`config.mk`:
```
export PLATFORM = sky130hd
export DESIGN_NAME = golomb_k_sequencer
export DESIGN_NICKNAME = d
export VERILOG_FILES = /design/src/rtl/golomb_k_sequencer_pkg.sv /design/src/rtl/golomb_k_sequencer_k_iter_unit.sv /design/src/rtl/golomb_k_sequencer.sv
export SDC_FILE = /design/constraint.sdc
export NUM_CORES = 1
export LEC_CHECK = 0
export ABC_AREA = 1
export BUFFER_PORTS_ARGS = -buffer_cell sky130_fd_sc_hd__buf_2
export CAP_MARGIN = 20
export CORE_ASPECT_RATIO = 1.25
export CORE_MARGIN = 8
export CORE_UTILIZATION = 25
export DETAILED_ROUTE_END_ITERATION = 16
export SKIP_LAST_GASP = 1
export SYNTH_ARGS = -nofsm -noshare
export SYNTH_HDL_FRONTEND = slang
export SYNTH_SLANG_ARGS = --single-unit
```
`constraint.sdc`:
```
create_clock -name clk -period 2.2 [get_ports clk]
set_input_delay 0.11 -clock clk [delete_from_list [all_inputs] [get_ports clk]]
set_output_delay 0.11 -clock clk [all_outputs]
set_load 0.01 [all_outputs]
```
`src/rtl/golomb_k_sequencer_pkg.sv`:
```
// Shared constants, FSM encoding and helpers for the Golomb-k sequencer.
//  A_LENGTH : width of accumulated-error operand A
//  N_LENGTH : width of occurrence count N
//  K_LENGTH : width of k_index and the computed k
//  MAX_ITER : maximum number of compare iterations per request
package golomb_k_sequencer_pkg;

    localparam int A_LENGTH = 16;
    localparam int N_LENGTH = 7;
    localparam int K_LENGTH = 5;
    localparam int MAX_ITER = 15;
    localparam int ITER_W   = $clog2(MAX_ITER);
    localparam int CMP_W    = A_LENGTH + MAX_ITER;

    typedef enum logic [1:0] {
        ST_IDLE = 2'b00,
        ST_ITER = 2'b01,
        ST_DONE = 2'b10
    } state_t;

    // Increment k, holding at all-ones instead of wrapping.
    function automatic logic [K_LENGTH-1:0] sat_inc_k(input logic [K_LENGTH-1:0] k_in);
        logic [K_LENGTH-1:0] k_out;
        if (k_in == {K_LENGTH{1'b1}}) begin
            k_out = k_in;
        end else begin
            k_out = k_in + {{(K_LENGTH-1){1'b0}}, 1'b1};
        end
        return k_out;
    endfunction

endpackage

```
`src/rtl/golomb_k_sequencer_k_iter_unit.sv`:
```
// Iterative k computation: holds the granted operands, shifts N left by the
// iteration index and compares against A, one compare per step.
//  clk, rst_n : clock, asynchronous active-low reset
//  load       : capture a_in/n_in/kidx_in, restart iteration at i=0
//  step       : perform one compare this cycle
//  a_in, n_in, kidx_in : operands of the granted request
//  done       : this step is the final one (compare not less, or last index)
//  k          : running / final k, registered
module k_iter_unit
    import golomb_k_sequencer_pkg::*;
(
    input  logic                clk,
    input  logic                rst_n,
    input  logic                load,
    input  logic                step,
    input  logic [A_LENGTH-1:0] a_in,
    input  logic [N_LENGTH-1:0] n_in,
    input  logic [K_LENGTH-1:0] kidx_in,
    output logic                done,
    output logic [K_LENGTH-1:0] k
);

    logic [A_LENGTH-1:0] a_r;
    logic [N_LENGTH-1:0] n_r;
    logic [ITER_W-1:0]   i_r;
    logic [K_LENGTH-1:0] k_r;

    logic [CMP_W-1:0]    n_shift_s;
    logic [CMP_W-1:0]    a_ext_s;
    logic                less_s;
    logic                last_s;

    // Compare at full width so N<<i never loses bits; monotone in i, so the
    // first "not less" ends the search exactly.
    always_comb begin
        n_shift_s = {{(CMP_W-N_LENGTH){1'b0}}, n_r} << i_r;
        a_ext_s   = {{MAX_ITER{1'b0}}, a_r};
        less_s    = (n_shift_s < a_ext_s);
        last_s    = (i_r == ITER_W'(MAX_ITER-1));
        done      = step & (~less_s | last_s);
    end

    // Operand, iteration index and k registers.
    always_ff @(posedge clk or negedge rst_n) begin
        if (!rst_n) begin
            a_r <= {A_LENGTH{1'b0}};
            n_r <= {N_LENGTH{1'b0}};
            i_r <= {ITER_W{1'b0}};
            k_r <= {K_LENGTH{1'b0}};
        end else if (load) begin
            a_r <= a_in;
            n_r <= n_in;
            i_r <= {ITER_W{1'b0}};
            k_r <= kidx_in;
        end else if (step) begin
            if (less_s) begin
                k_r <= sat_inc_k(k_r);
            end else begin
                k_r <= k_r;
            end
            if (!done) begin
                i_r <= i_r + ITER_W'(1);
            end else begin
                i_r <= i_r;
            end
        end else begin
            k_r <= k_r;
            i_r <= i_r;
        end
    end

    assign k = k_r;

endmodule

```
`src/rtl/golomb_k_sequencer.sv`:
```
// Golomb-k engine shared by regular-mode (port 0) and run-interruption
// (port 1) requesters through a round-robin arbiter.
//  clk, rst_n : clock, asynchronous active-low reset
//  req_valid  : per-port request valid
//  req_A/N/kidx : per-port operands, port x in slice x
//  req_ready  : one-hot grant, only in IDLE
//  rsp_valid/rsp_ready : result handshake
//  rsp_k, rsp_id : computed k and owning port
//  busy       : high while iterating or holding a result
module golomb_k_sequencer
    import golomb_k_sequencer_pkg::*;
(
    input  logic                  clk,
    input  logic                  rst_n,
    input  logic [1:0]            req_valid,
    input  logic [2*A_LENGTH-1:0] req_A,
    input  logic [2*N_LENGTH-1:0] req_N,
    input  logic [2*K_LENGTH-1:0] req_kidx,
    output logic [1:0]            req_ready,
    output logic                  rsp_valid,
    input  logic                  rsp_ready,
    output logic [K_LENGTH-1:0]   rsp_k,
    output logic                  rsp_id,
    output logic                  busy
);

    state_t              state_r;
    state_t              state_s;
    logic                prio_r;      // port favoured when both request
    logic                rsp_id_r;
    logic                rsp_valid_r;
    logic                busy_r;

    logic                grant_s;
    logic                any_valid_s;
    logic [1:0]          req_ready_s;
    logic                load_s;
    logic                step_s;
    logic                done_s;
    logic [A_LENGTH-1:0] a_sel_s;
    logic [N_LENGTH-1:0] n_sel_s;
    logic [K_LENGTH-1:0] kidx_sel_s;

    // Round-robin winner and operand select for the winner.
    always_comb begin
        any_valid_s = |req_valid;
        if (req_valid == 2'b11) begin
            grant_s = prio_r;
        end else if (req_valid[1]) begin
            grant_s = 1'b1;
        end else begin
            grant_s = 1'b0;
        end
        a_sel_s    = grant_s ? req_A[2*A_LENGTH-1:A_LENGTH]       : req_A[A_LENGTH-1:0];
        n_sel_s    = grant_s ? req_N[2*N_LENGTH-1:N_LENGTH]       : req_N[N_LENGTH-1:0];
        kidx_sel_s = grant_s ? req_kidx[2*K_LENGTH-1:K_LENGTH]    : req_kidx[K_LENGTH-1:0];
    end

    // Next-state logic and per-state controls.
    always_comb begin
        state_s     = state_r;
        req_ready_s = 2'b00;
        load_s      = 1'b0;
        step_s      = 1'b0;
        case (state_r)
            ST_IDLE: begin
                if (any_valid_s) begin
                    req_ready_s[grant_s] = 1'b1;
                    load_s               = 1'b1;
                    state_s              = ST_ITER;
                end else begin
                    state_s = ST_IDLE;
                end
            end
            ST_ITER: begin
                step_s = 1'b1;
                if (done_s) begin
                    state_s = ST_DONE;
                end else begin
                    state_s = ST_ITER;
                end
            end
            ST_DONE: begin
                if (rsp_ready) begin
                    state_s = ST_IDLE;
                end else begin
                    state_s = ST_DONE;
                end
            end
            default: begin
                state_s = ST_IDLE;
            end
        endcase
    end

    // State, arbiter pointer and response registers.
    always_ff @(posedge clk or negedge rst_n) begin
        if (!rst_n) begin
            state_r     <= ST_IDLE;
            prio_r      <= 1'b0;
            rsp_id_r    <= 1'b0;
            rsp_valid_r <= 1'b0;
            busy_r      <= 1'b0;
        end else begin
            state_r <= state_s;
            if (load_s) begin
                prio_r   <= ~grant_s;
                rsp_id_r <= grant_s;
                busy_r   <= 1'b1;
            end else if ((state_r == ST_DONE) && rsp_ready) begin
                busy_r   <= 1'b0;
            end else begin
                busy_r   <= busy_r;
            end
            if ((state_r == ST_ITER) && done_s) begin
                rsp_valid_r <= 1'b1;
            end else if ((state_r == ST_DONE) && rsp_ready) begin
                rsp_valid_r <= 1'b0;
            end else begin
                rsp_valid_r <= rsp_valid_r;
            end
        end
    end

    k_iter_unit u_k_iter (
        .clk     (clk),
        .rst_n   (rst_n),
        .load    (load_s),
        .step    (step_s),
        .a_in    (a_sel_s),
        .n_in    (n_sel_s),
        .kidx_in (kidx_sel_s),
        .done    (done_s),
        .k       (rsp_k)
    );

    // Grant is combinational from IDLE; force it low while reset is held so
    // no grant is visible before the first clock after release.
    assign req_ready = req_ready_s & {2{rst_n}};
    assign rsp_valid = rsp_valid_r;
    assign rsp_id    = rsp_id_r;
    assign busy      = busy_r;

endmodule

```
==> summary.md <==
| Metric | Value |
|---|---|
| Synth Cell Area | 0.00272 mm2 |
| Worst-Skew Late Latency | 280 ps |
| Area Growth Syn to Fin | 40.4% |
| Layout cells sized above 1 | 0.363 |
| RSZ-0062 raised after global routing | yes |
| Clock network power share | 0.123 |
| DRT antenna net count | 0 |
| Failing checks | setup timing |
| Top-count cell post-synth | nand2_1 |
| Port-buffer cells | 70 |
| Starting Density | 0.256 |
| Final setup TNS | -4040 ps |
| Status | complete, but fails checks |
| GR Overflow Total | 0 |
| Layout Skew | 4.59 ps |
| Die height | 133 um |
| CTS tree | built |
| Synth area leaders | dfrtp_1, nand2_1, nand3_1 |
| Pwr dens | 1570 mW/mm2 |
| Commonest cells post-synth | nand2_1, nand3_1, dfrtp_1 |
| # diodes | 0 |
| Sequential cell area | 952 um2 |
| WHS | 16.3 ps |
| Longest Clk Path Bufs | 2 |
| Combinational share of power | 0.670 |
| CP Launch Type | flop |
| Total GRT Usage | 0.112 |
| WP data arrival | 2790 ps |
| Critical Path Fanout Max | 5 |
| Clock sinks | 38 |
| Largest net degree at the start of global routing | 49 |
| Worst setup EP type | flop |
| Core region area | 0.0106 mm2 |
| Worst min path class | input pin to flop |
| Post-route cell area | 0.00381 mm2 |
| Synthesized area per cell | 7.19 um2 |
| DRT Wirelength | 8.17 mm |
| Share of synthesized registers carrying an async set or reset | 1.00 |
| Via density | 4.67 |
| Vias | 2831 |
| Worst slack, placed | -504 ps |
| Drt wl/cell | 13.5 um |
| DR iter-0 viols | 87 |
| Final net count | 553 |
| Fillers | 1118 |
| Worst-Margin Slew | 488 ps |
| Syn_nets | 458 |
| FP Rows | 42 |
| Initial DRT Pass Iterations | 4 |
| Num CTS Buffers | 5 |
| Sequential share of the synthesized area | 0.350 |
| Area of the multi-input gates | 0.00175 mm2 |
| Maxcap violations | 0 |
| Fin crit share | 1.19 |
| FF+latch count, synth | 38 |
| Slew headroom | 0.674 |
| Top cell type's share of synthesized area | 0.350 |
| EDFF count, synth | 0 |
| Final Max Slew Viols | 0 |
| Fin. Hold Viols | 0 |
| Pint | 3210 uW |
| Netlist cell types | 35 |
| Max frequency | 382 MHz |
| Post-DP HPWL | 6.42 mm |
| Die area | 0.0145 mm2 |
| Vias in the first global route | 2850 |
| Main synth FF type | dfrtp_1 |
| Pleak | 0.00189 uW |
| Io pins | 71 |
| Net Sw Frac | 0.466 |
| Initial antenna violation count | 0 |
| Switching power of the nets | 2790 uW |
| Placement Cell Area | 0.00340 mm2 |
| Die X | 109 um |
| Crit Path Category | flop to flop |
| Clock-pin slew on the worst setup and hold paths | 60 ps |
| Yosys top cell by area | dfrtp_1 |
| Peak supply drop | 472 uV |
| Tot Pwr | 6000 uW |
| H-tree lvl count | 2 |
| Tmin final | 2620 ps |
| Sequential power share | 0.207 |
| Post-Synthesis Cells | 378 |
| DRC violations left | 0 |
| Warnings from Yosys | 0 |
| # setup viols final | 12 |
| CTS Root Cell | clkbuf_16 |
| RePlAce Congestion | 0.888 |
| Critical path required time | 2370 ps |
| First-pass GRT wire length | 13.4 mm |
| Worst Setup Slack, final | -418 ps |
[sequential cells by signal, indices dropped and copies added, names as in the netlist]
register,count
u_k_iter.a_r,16
u_k_iter.n_r,7
u_k_iter.k,5
u_k_iter.i_r,4
state_r,2
busy,1
prio_r,1
rsp_id,1
rsp_valid,1
[metrics by stage]
| step | utilization | instances |
|---|---|---|
| 6_report | 0.359 | 606 |
| 5_1_grt | 0.359 | 606 |
| 4_1_cts | 0.344 | 606 |
| 3_5_place_dp | 0.320 | 593 |
| 3_3_place_gp | 0.320 | 593 |
| 2_1_floorplan | - | 378 |
[final timing paths]
| check | startpoint | endpoint | slack [ps] | cells past startpoint |
|---|---|---|---|---|
| max in group asynchronous | rst_n | u_k_iter.i_r[0] | 1350 | 3 |
| max | u_k_iter.i_r[0] | u_k_iter.i_r[3] | -420 | 18 |
| min reg2reg | rsp_id | rsp_id | 480 | 2 |
| min in group asynchronous | rst_n | u_k_iter.a_r[10] | 490 | 3 |
| min | rsp_ready | state_r[1] | 20 | 2 |
| max reg2reg | u_k_iter.i_r[0] | u_k_iter.i_r[3] | -420 | 18 |
[critical path: stages, from the launching register on]
cell,delay [ps]
dfrtp_2,440
buf_6,150
nand2_4,60
nand2_4,60
o21ai_4,160
nand2_1,80
nand2_2,80
nor2_1,50
ha_1,350
nand2_4,90
nor2_2,40
a211oi_2,190
nand2_1,80
nand2_1,80
nand2_2,80
nand2_4,100
nand4_1,200
nand3_1,170
nand2_1,50
[area by class of cell]
cell class,instances,area share
multi-input combinational,284,0.458
sequential,38,0.250
tap,132,0.0433
inverter,37,0.0377
clock buffer,6,0.0364
clock inverter,2,0.00328
timing repair buffer,107,0.172
[cell usage in the layout, fill, tap and decap left out, drive strengths merged]
cell         count
a211oi           1
a21oi            8
a22oi            1
a31oi            3
a41oi            1
and2             1
buf            106
clkbuf           6
clkinv           3
clkinvlp         1
dfrtp           38
dlygate4sd3      1
ha              19
inv             35
nand2          105
nand3           59
nand4            3
nor2            33
nor3             3
o211ai          16
o21ai           23
o22ai            2
o31ai            1
o32ai            1
or2              1
xor2             3
[power groups by stage]
stage | registers, uW | clock network [uW] | logic [uW]
2_1_floorplan | 1240 | 0 | 2280
3_3_place_gp | 1230 | 0 | 3260
3_5_place_dp | 1230 | 0 | 3310
4_1_cts | 1230 | 754 | 3560
5_1_grt | 1280 | 782 | 4510
6_report | 1240 | 736 | 4020
[logic make-up after synthesis]
logic type	synth area share
XOR/XNOR	0.00967
AO/OA/AOI/OAI	0.132
adder cells (fa/ha/maj)	0.0875
AND/OR/NAND/NOR	0.331
flip-flops	0.350
buffers and inverters	0.0907
[repair_timing]
action	CTS	global route
pin swaps	11	28
hold buffers	1	0
setup buffers	4	0
endpoints found under the hold margin	38	0
gates resized for setup	13	47
endpoints found under the setup margin	12	12
[per-layer routing]
metal | vias up | share of wire | track usage
li1 | 1443 | - | -
met1 | 1335 | 0.41 | 0.133
met2 | 46 | 0.52 | 0.195
met3 | 7 | 0.052 | 0.0287
met4 | 0 | 0.013 | 0.0263
met5 | - | 0 | 0
Power figures use the tool's default switching activity.
